===== src/rtl/mem_arbiter.sv =====
// Three-port round-robin arbiter in front of a single synchronous memory.
// Each access takes IDLE -> ACCESS -> RESP; the winner's request is latched at grant.
//
// state  | meaning
// IDLE   | waiting for a request; picks the next winner round-robin
// ACCESS | memory driven with the latched address/data/write flag
// RESP   | registered read data available; ack pulses to the granted port
module mem_arbiter #(
  parameter int ADDR_WIDTH = 6,
  parameter int DATA_WIDTH = 16
) (
  input  logic                    clk,
  input  logic                    rst_n,
  input  logic [2:0]              req,
  input  logic [2:0]              we,
  input  logic [3*ADDR_WIDTH-1:0] addr,
  input  logic [3*DATA_WIDTH-1:0] wdata,
  output logic [2:0]              ack,
  output logic [DATA_WIDTH-1:0]   rd_data,
  output logic [1:0]              grant,
  output logic                    busy,
  output logic                    mem_we,
  output logic [ADDR_WIDTH-1:0]   mem_addr,
  output logic [DATA_WIDTH-1:0]   mem_data,
  input  logic [DATA_WIDTH-1:0]   mem_out
);

  typedef enum logic [1:0] {IDLE, ACCESS, RESP} state_t;

  state_t                  state, state_nxt;
  logic [1:0]              last;
  logic [1:0]              grant_q;
  logic                    we_q;
  logic [ADDR_WIDTH-1:0]   addr_q;
  logic [DATA_WIDTH-1:0]   wdata_q;
  logic [1:0]              winner;
  logic                    take;
  logic [ADDR_WIDTH-1:0]   addr_a  [3];
  logic [DATA_WIDTH-1:0]   wdata_a [3];

  for (genvar i = 0; i < 3; i++) begin : g_unpack
    assign addr_a[i]  = addr[i*ADDR_WIDTH +: ADDR_WIDTH];
    assign wdata_a[i] = wdata[i*DATA_WIDTH +: DATA_WIDTH];
  end

  // Search order starts one past the last winner; idle ports are skipped for free.
  function automatic logic [1:0] rr_pick(input logic [2:0] r, input logic [1:0] l);
    logic [1:0] c0, c1, c2;
    case (l)
      2'd0:    begin c0 = 2'd1; c1 = 2'd2; c2 = 2'd0; end
      2'd1:    begin c0 = 2'd2; c1 = 2'd0; c2 = 2'd1; end
      default: begin c0 = 2'd0; c1 = 2'd1; c2 = 2'd2; end
    endcase
    if (r[c0])      return c0;
    else if (r[c1]) return c1;
    else            return c2;
  endfunction

  always_ff @(posedge clk or negedge rst_n) begin
    if (!rst_n) begin
      state   <= IDLE;
      last    <= 2'd2;
      grant_q <= 2'd0;
      we_q    <= 1'b0;
      addr_q  <= '0;
      wdata_q <= '0;
    end else begin
      state <= state_nxt;
      if (take) begin
        last    <= winner;
        grant_q <= winner;
        we_q    <= we[winner];
        addr_q  <= addr_a[winner];
        wdata_q <= wdata_a[winner];
      end
    end
  end

  always_comb begin
    state_nxt = state;
    take      = 1'b0;
    winner    = rr_pick(req, last);
    ack       = 3'b000;
    mem_we    = 1'b0;
    case (state)
      IDLE: begin
        if (req != 3'b000) begin
          take      = 1'b1;
          state_nxt = ACCESS;
        end
      end
      ACCESS: begin
        mem_we    = we_q;
        state_nxt = RESP;
      end
      RESP: begin
        ack       = 3'b001 << grant_q;
        state_nxt = IDLE;
      end
      default: state_nxt = IDLE;
    endcase
  end

  assign grant    = grant_q;
  assign busy     = (state != IDLE);
  assign mem_addr = addr_q;
  assign mem_data = wdata_q;
  assign rd_data  = mem_out;

endmodule


===== config.mk =====
export PLATFORM = sky130hd
export DESIGN_NAME = mem_arbiter
export DESIGN_NICKNAME = d
export VERILOG_FILES = /design/src/rtl/mem_arbiter.sv
export SDC_FILE = /design/constraint.sdc
export NUM_CORES = 1
export LEC_CHECK = 0
export CAP_MARGIN = 20
export CORE_ASPECT_RATIO = 0.8
export CORE_MARGIN = 2
export CORE_UTILIZATION = 33
export DETAILED_ROUTE_END_ITERATION = 10
export PLACE_DENSITY = 0.81
export SYNTH_ARGS = -nofsm -noshare
export SYNTH_HDL_FRONTEND = slang
export SYNTH_SLANG_ARGS = --single-unit

===== constraint.sdc =====
create_clock -name clk -period 1.92 [get_ports clk]
set_clock_uncertainty 0.1 [all_clocks]
set_input_delay 0.192 -clock clk [delete_from_list [all_inputs] [get_ports clk]]
set_output_delay 0.192 -clock clk [all_outputs]
set_load 0.03 [all_outputs]

After elaboration in Yosys (flattened, before gate mapping)

Index checks and enable logic that the tools add are counted.

Register bits: 29
Word-level logic and storage cells: 43

Equality and inequality tests: 4
Bitwise gates (word level): 1
Magnitude comparators: 4
Muxes and demuxes: 23
Reductions and logical operators: 4
Shift operators: 1

Operators by type and width:

| cell                                                 | count |
|---|---|
| binary-select mux 16 bit (select 2 bit)              | 1 |
| two-way mux 16 bit                                   | 2 |
| one-hot mux 2 bit (2 select lines)                   | 4 |
| binary-select mux 6 bit (select 2 bit)               | 1 |
| two-way mux 6 bit                                    | 2 |
| < comparator 2 x 3 -> 1 bit (second input constant)  | 3 |
| binary-select mux 1 bit (select 2 bit)               | 3 |
| two-way mux 1 bit                                    | 6 |
| two-way mux 2 bit                                    | 3 |
| equality test 2 x 1 -> 1 bit (second input constant) | 2 |
| logical NOT 2 bit                                    | 2 |
| >= comparator 3 bit (second input constant)          | 1 |
| two-way mux 3 bit                                    | 1 |
| NOT 2 -> 3 bit                                       | 1 |
| nonzero test 3 bit                                   | 1 |
| left shift 1 x 2 -> 3 bit (first input constant)     | 1 |
| equality test 2 bit (second input constant)          | 1 |
| inequality test 2 bit (second input constant)        | 1 |
| nonzero test 2 bit                                   | 1 |

Logic depth before layout (Yosys ltp)

Gate-level depths: netlist (run 1).

Depth after elaboration: 10
Mapped depth: 7
Mapped depth without buffers: 5

Least setup slack after synthesis (run 1)

No wires, ideal clock.

Kind: register -> output
Start point: register grant_q[1] (netlist: grant[1])
End point: output port ack[0]
Stages on the path, launching flop included: 2
Path buffers: 0
Required time: 1.628 ns
Data arrival time: 1.624 ns
Slack: 0.004 ns
Cell sequence: dfrtp_1 > nor4b_1

Cells in the longest elaborated chain, start to end: 2

RTL lines:

| what                      | RTL line | source |
|---|---|---|
| from (decl)               | 32       | `logic [1:0] grant_q;` |
| from (signal assigned)    | 71       | `grant_q <= winner;` |
| left shift 1 x 2 -> 3 bit | 97       | `ack = 3'b001 << grant_q;` |
| two-way mux 3 bit         | 85       | `case (state)` |
| to (decl)                 | 18       | `output logic [2:0] ack,` |

No other way between the ends.

Worst setup path in the final report (run 1)

Start point: register state[1]
End point: output port busy

Cells in the longest elaborated chain, start to end: 1

RTL lines:

| what                   | RTL line | source |
|---|---|---|
| from (decl)            | 30       | `state_t state, state_nxt;` |
| from (signal assigned) | 68       | `state <= state_nxt;` |
| nonzero test 2 bit     | 105      | `assign busy = (state != IDLE);` |
| to (decl)              | 21       | `output logic busy,` |

No other way between the ends.

==> reports/results.ini, run 1 <==
[drt]
final_antenna_net_count=0
drt-met1-wl_um=1819
vias=1473
dr_wl_met2_um=2097
top_layer_used=met4
drt_iter0_markers=63
wire_per_inst_um=14.53
wirelength_um=4301
via_per_inst=4.976
wl_met3_um=364
drc_errors=0
drtPass1Iterations=4

[setup_path]
rr_endpoint=mem_data[6]$_DFFE_PN0P_
path_cells=or2_1 -> clkdlybuf4s50_1
r2r-start=state[1]$_DFFE_PN0P_
cp.required_ns=1.63
worst_setup_path_start_kind=register
cp_slowest_cell=clkdlybuf4s50_1
reg2reg_depth=6
cp.arrival_ns=1.52
r2r_slack_ns=0.13
endpoint_kind=output port
critical_path_class=register to output port
cpPeakStageDelay_ns=0.59
cp_max_fo=5

[power]
p_int_mw=2.318
sw_frac_of_total=0.4433
p_leak_nw=1.125
p_switching_mw=1.846
ir_worst_vdd_mv=0.7470
pwr-share-clk=0.079
p_comb_frac=0.658
share_seq_of_total_power=0.263
power_mw=4.165
power_density_nw_per_um2=1566

[sta]
fin_crit_ns=1.811
rsz0062_at_grt=no
fin_hold_ws_ns=0.1917
finalSetupTns_ns=0
fin_ws_ns=0.1088
period_share=0.9433
setup_violations=0
worst_pin_slew_ns=0.3771
finalHoldViolCount=0
finalMaxSlewViolations=0
clock.fmax_mhz=552.1
slew-limit-headroom=0.7486

[finish]
drive_above_1_share=0.07692
num_antenna_cells=0
syn2layout_area_growth_pct=60.86
fin_cells=296
fin_nets=325
final_cell_area_um2=2659
fin_util=0.5403
nFillCells=453

[placed_design]
pre_cts_slack_ns=-0.04852
placed_area_um2=2608
hpwl_um=3326
port_buffers=102
dpl.cell_count=291
globalplace.congestion=0.7057

[synthesis]
async_flop_share=1.000
synthCells=147
syn_area_um2=1653
yosys_most_used_dff=dfrtp_1
avgSynthCellArea_um2=11.24
ys_ff_latch=28
synth_cell_type_count=28
yosysSeqAreaShare=0.4247
synthesis.nets=237
yosys_warnings=0
synth_enable_flop_cells=0

[global_routing]
grt_pass1_wl_um=6603
grt_overflow=0
grt_use_total=0.1453
grt_max_degree=29
first_global_vias=1437
antenna_found_initial=0

[clocking]
cts_setup_buffers=0
clk_pin_slew_ns=0.10
cts.htree.levels=1
clock_latency_ns=0.27
numCtsBuffers=3
cts_sinks=28
cts_tree=yes
cts-hold-fix-buffers=0
clk_path_buf_depth=2
cts_root_buffer=clkbuf_8

[floorplanning]
die_area_um2=5594
io_pins=135
start_util=0.3359
die_h_um=67.30
rows=23
coreArea_um2=4921
die_x_um=83.13

[run]
drv_cap=0

[min_path]
min_path_type=input pin to asynchronous set/reset pin

[run_status]
status=finished clean

## layer usage
layer,up-vias,global-route usage
li1,703,-
met3,2,0.05501
met1,695,0.1657
met4,0,0.03074
met5,-,0
met2,73,0.2651
## cell usage after synthesis (2+ instances only)
cell type	instances	area, µm²
a22oi_1	23	172.7
buf_4	19	142.6
buf_6	5	56.30
clkbuf_8	2	27.53
dfrtp_1	27	675.7
inv_1	2	7.510
mux2i_1	23	230.2
nor4bb_1	2	20.02
o21ai_0	6	30.03
o21ai_1	19	95.09
or2_1	2	12.51
## state kept, by name (all words and copies together) (netlist names)
| name | cells |
|---|---|
| grant | 1 |
| last | 2 |
| mem_addr | 6 |
| mem_data | 16 |
| state | 2 |
| we_q | 1 |
## power groups by stage
stage	Combinational [mW]	Clock (mW)	Sequential, mW
floorplan	1.42	0	1.55
global placement	2.71	0	1.10
detailed placement	2.76	0	1.11
CTS	2.74	0.342	1.10
global route	2.93	0.359	1.13
finish	2.74	0.329	1.10
## worst max path at each step
stage | endpoint | startpoint | cells past startpoint | slack, ns
after global placement | mem_data[6]$_DFFE_PN0P_ | req[1] | 7 | 0.04
after CTS | mem_data[5]$_DFFE_PN0P_ | state[1]$_DFFE_PN0P_ | 6 | 0.09
after detailed placement | mem_data[5]$_DFFE_PN0P_ | req[1] | 7 | -0.05
final | busy | state[1]$_DFFE_PN0P_ | 2 | 0.11
after floorplan | ack[0] | grant[1]$_DFFE_PN0P_ | 1 | 0.004
after global routing | mem_data[2]$_DFFE_PN0P_ | state[1]$_DFFE_PN0P_ | 6 | 0.04
## placed cells by master (no fill, tap or decap)
master,instances
buf_12,3
buf_4,3
a31oi_4,1
clkbuf_1,1
mux2i_1,23
nand2_4,1
or2b_1,1
clkdlybuf4s50_1,98
nor2_4,1
and2b_1,1
a22oi_1,23
or2_1,2
nor4b_1,1
a21boi_0,1
nor2_8,1
nor3b_1,1
clkinv_4,1
o21a_1,1
nor4bb_1,2
inv_1,2
nand2_1,1
dlygate4sd2_1,4
o21ai_4,1
o21ai_1,19
o21ai_0,6
and2_1,1
clkbuf_8,3
dfstp_2,1
dfrtp_1,27
o21ai_2,1
nand2b_2,1
nor3_1,1
## kinds of logic (layout without fill, tap and decap cells)
logic type | after synthesis | after routing | synth area share
and+or+nand+nor | 14 | 15 | 0.07192
AOI/OAI and AO/OA | 53 | 53 | 0.2173
buffers and inverters | 29 | 115 | 0.1469
DFF | 28 | 28 | 0.4247
muxes | 23 | 23 | 0.1393
## what timing repair did
item                                    in CTS  in global routing
endpoints found under the hold margin        0                  0
gates cloned                                 0                  1
pin swaps                                    0                  1
endpoints found under the setup margin       4                  2
gates resized for setup                      4                  0
## critical path, delay by kind of cell (launching register included)
family	cells	cell delay, ns
buffers and inverters	1	0.59
DFF	1	0.41
and+or+nand+nor	1	0.25
## area by class of cell
| type | instances | area [µm²] | share of cell area |
|---|---|---|---|
| Clock buffer | 4 | 45.04 | 0.01694 |
| Inverter | 3 | 16.27 | 0.006118 |
| Multi-Input combinational cell | 91 | 719.4 | 0.2706 |
| Sequential cell | 28 | 701.9 | 0.2640 |
| Timing Repair Buffer | 108 | 1099 | 0.4132 |
| Tap cell | 62 | 77.57 | 0.02918 |
No activity file was read; power rests on OpenSTA's default activity.
==> run 2, diff against run 1 <==
--- a/config.mk
+++ b/config.mk
@@ -9,8 +9,10 @@
 export CORE_ASPECT_RATIO = 0.8
 export CORE_MARGIN = 2
 export CORE_UTILIZATION = 33
+export CTS_CLUSTER_SIZE = 16
 export DETAILED_ROUTE_END_ITERATION = 10
 export PLACE_DENSITY = 0.81
+export SLEW_MARGIN = 20
 export SYNTH_ARGS = -nofsm -noshare
 export SYNTH_HDL_FRONTEND = slang
 export SYNTH_SLANG_ARGS = --single-unit
==> results of run 2 <==
Final layout, timing and power as in run 1 (identical DEF).
==> run 3, diff against run 2 <==
--- a/config.mk
+++ b/config.mk
@@ -12,6 +12,7 @@
 export CTS_CLUSTER_SIZE = 16
 export DETAILED_ROUTE_END_ITERATION = 10
 export PLACE_DENSITY = 0.81
+export SETUP_SLACK_MARGIN = 0.02
 export SLEW_MARGIN = 20
 export SYNTH_ARGS = -nofsm -noshare
 export SYNTH_HDL_FRONTEND = slang
==> reports/results.ini, run 3 (synthesized netlist as in run 1, its figures left out) <==
[run_status]
status=finished clean

[setup_path]
r2r-start=state[1]$_DFFE_PN0P_
cp_max_fo=5  ; unchanged
cp.required_ns=1.63  ; about the same
critical_path_class=register to output port
r2r_slack_ns=0.14  ; about the same
rr_endpoint=mem_addr[4]$_DFFE_PN0P_
worst_setup_path_start_kind=register
endpoint_kind=output port
path_buf_inv=1  ; unchanged
reg2reg_depth=7  ; +1
cp_slowest_cell=clkdlybuf4s50_1
cpPeakStageDelay_ns=0.60  ; about the same
cp.arrival_ns=1.55  ; +0.03 ns
cpLargestDelayFamily=buffers and inverters
path_cells=or2_1 -> clkdlybuf4s50_1

[floorplanning]
die_x_um=83.13  ; unchanged
start_util=0.3359  ; unchanged
die_h_um=67.30  ; unchanged
coreArea_um2=4921  ; unchanged
rows=23  ; unchanged
die_area_um2=5594  ; unchanged
io_pins=135  ; unchanged

[clocking]
cts.htree.levels=1  ; unchanged
clk_pin_slew_ns=0.09  ; about the same
cts_sinks=28  ; unchanged
cts_root_buffer=clkbuf_8
numCtsBuffers=3  ; unchanged
clock_latency_ns=0.27  ; about the same
cts-hold-fix-buffers=0  ; unchanged
cts_setup_buffers=0  ; unchanged
cts_tree=yes
clk_path_buf_depth=2  ; unchanged
cts-resized-gates=4  ; unchanged

[finish]
nFillCells=440  ; -2.9%
fin_nets=327  ; +0.62%
multi_input_area_um2=714.4  ; -0.70%
area.sequential_um2=701.9  ; unchanged
num_antenna_cells=0  ; unchanged
syn2layout_area_growth_pct=64.95
fin_util=0.5540  ; +0.01373
largest_reg_flops=16  ; unchanged
drive_above_1_share=0.08898  ; +0.01206
final_common_cell=clkdlybuf4s50_1
final_cell_mix=clkdlybuf4s50_1, dfrtp_1, mux2i_1, a22oi_1, o21ai_1

[drt]
drc_errors=0  ; unchanged
wirelength_um=4341  ; +0.93%
drtPass1Iterations=4  ; unchanged
vias=1450  ; -1.6%
final_antenna_net_count=0  ; unchanged
wire_per_inst_um=14.57  ; +0.25%
via_per_inst=4.866  ; -2.2%
drt_iter0_markers=48  ; -24%

[sta]
slew-limit-headroom=0.7285  ; -0.02010
fin_crit_ns=1.845  ; +0.03339 ns
setup_violations=0  ; unchanged
clock.fmax_mhz=542.1  ; -1.8%
finalMaxSlewViolations=0  ; unchanged
finalSetupTns_ns=0  ; unchanged
worst_pin_slew_ns=0.4064  ; +0.02928 ns
period_share=0.9607  ; +0.01739
rsz0062_at_grt=no
finalHoldViolCount=0  ; unchanged

[run]
drv_cap=0  ; unchanged

[global_routing]
grt_pass1_wl_um=7044  ; +6.7%
first_global_vias=1474  ; +2.6%
antenna_found_initial=0  ; unchanged
grt_use_total=0.1541  ; +0.008744
grt_max_degree=29  ; unchanged
grt_overflow=0  ; unchanged

[placed_design]
port_buffers=102  ; unchanged
hpwl_um=3401  ; +2.2%
globalplace.congestion=0.7057  ; unchanged

[power]
power_density_nw_per_um2=1578  ; +0.74%
ir_worst_vdd_mv=1.022  ; +37%
p_leak_nw=1.155  ; +2.7%

[min_path]
min_path_type=input pin to asynchronous set/reset pin

[run 3: final cells by class]
cell class / instances / share of cell area
Sequential cell: 28 / 0.2575
Tap cell: 62 / 0.02845
Inverter: 3 / 0.005966
Multi-Input combinational cell: 90 / 0.2620
Timing Repair Buffer: 111 / 0.4296
Clock buffer: 4 / 0.01652
[run 3: report_power, final]
| part | switching, mW | total [mW] | internal [mW] |
|---|---|---|---|
| logic | 1.48 | 2.87 | 1.39 |
| clock network | 0.177 | 0.325 | 0.149 |
| registers | 0.207 | 1.11 | 0.902 |
[run 3: per-stage QoR]
step	std cells	setup slack (ns)	power, mW	hold WS [ns]	cell area (µm²)
2_1_floorplan	147	0.08029	2.978	-0.2036	1659
3_3_place_gp	294	0.05736	3.972	0.2842	2686
3_5_place_dp	294	0.03245	4.037	0.2842	2686
4_1_cts	298	0.06836	4.368	0.2048	2726
5_1_grt	298	0.02160	4.587	0.2379	2726
6_report	298	0.07541	4.302	0.1971	2726
[run 3: per-layer routing]
layer	vias to the layer above	global-route usage	share of wire
met4	0	0.02869	0.0051
met1	683	0.1829	0.41
met3	2	0.04768	0.073
li1	702	-	-
met5	-	0	0
met2	63	0.2823	0.51
[run 3: worst max path at each step]
stage                          from                  endpoint  slack (ns)  cells past startpoint
2_1_floorplan  grant[1]$_DFFE_PN0P_                    ack[1]        0.08                      1
6_report       state[1]$_DFFE_PN0P_                      busy        0.08                      2
3_3_place_gp                 req[1]  mem_data[10]$_DFFE_PN0P_        0.06                      8
3_5_place_dp                 req[1]  mem_data[10]$_DFFE_PN0P_        0.03                      8
4_1_cts        state[0]$_DFFE_PN0P_                      busy        0.07                      2
5_1_grt        state[1]$_DFFE_PN0P_                      busy        0.02                      2
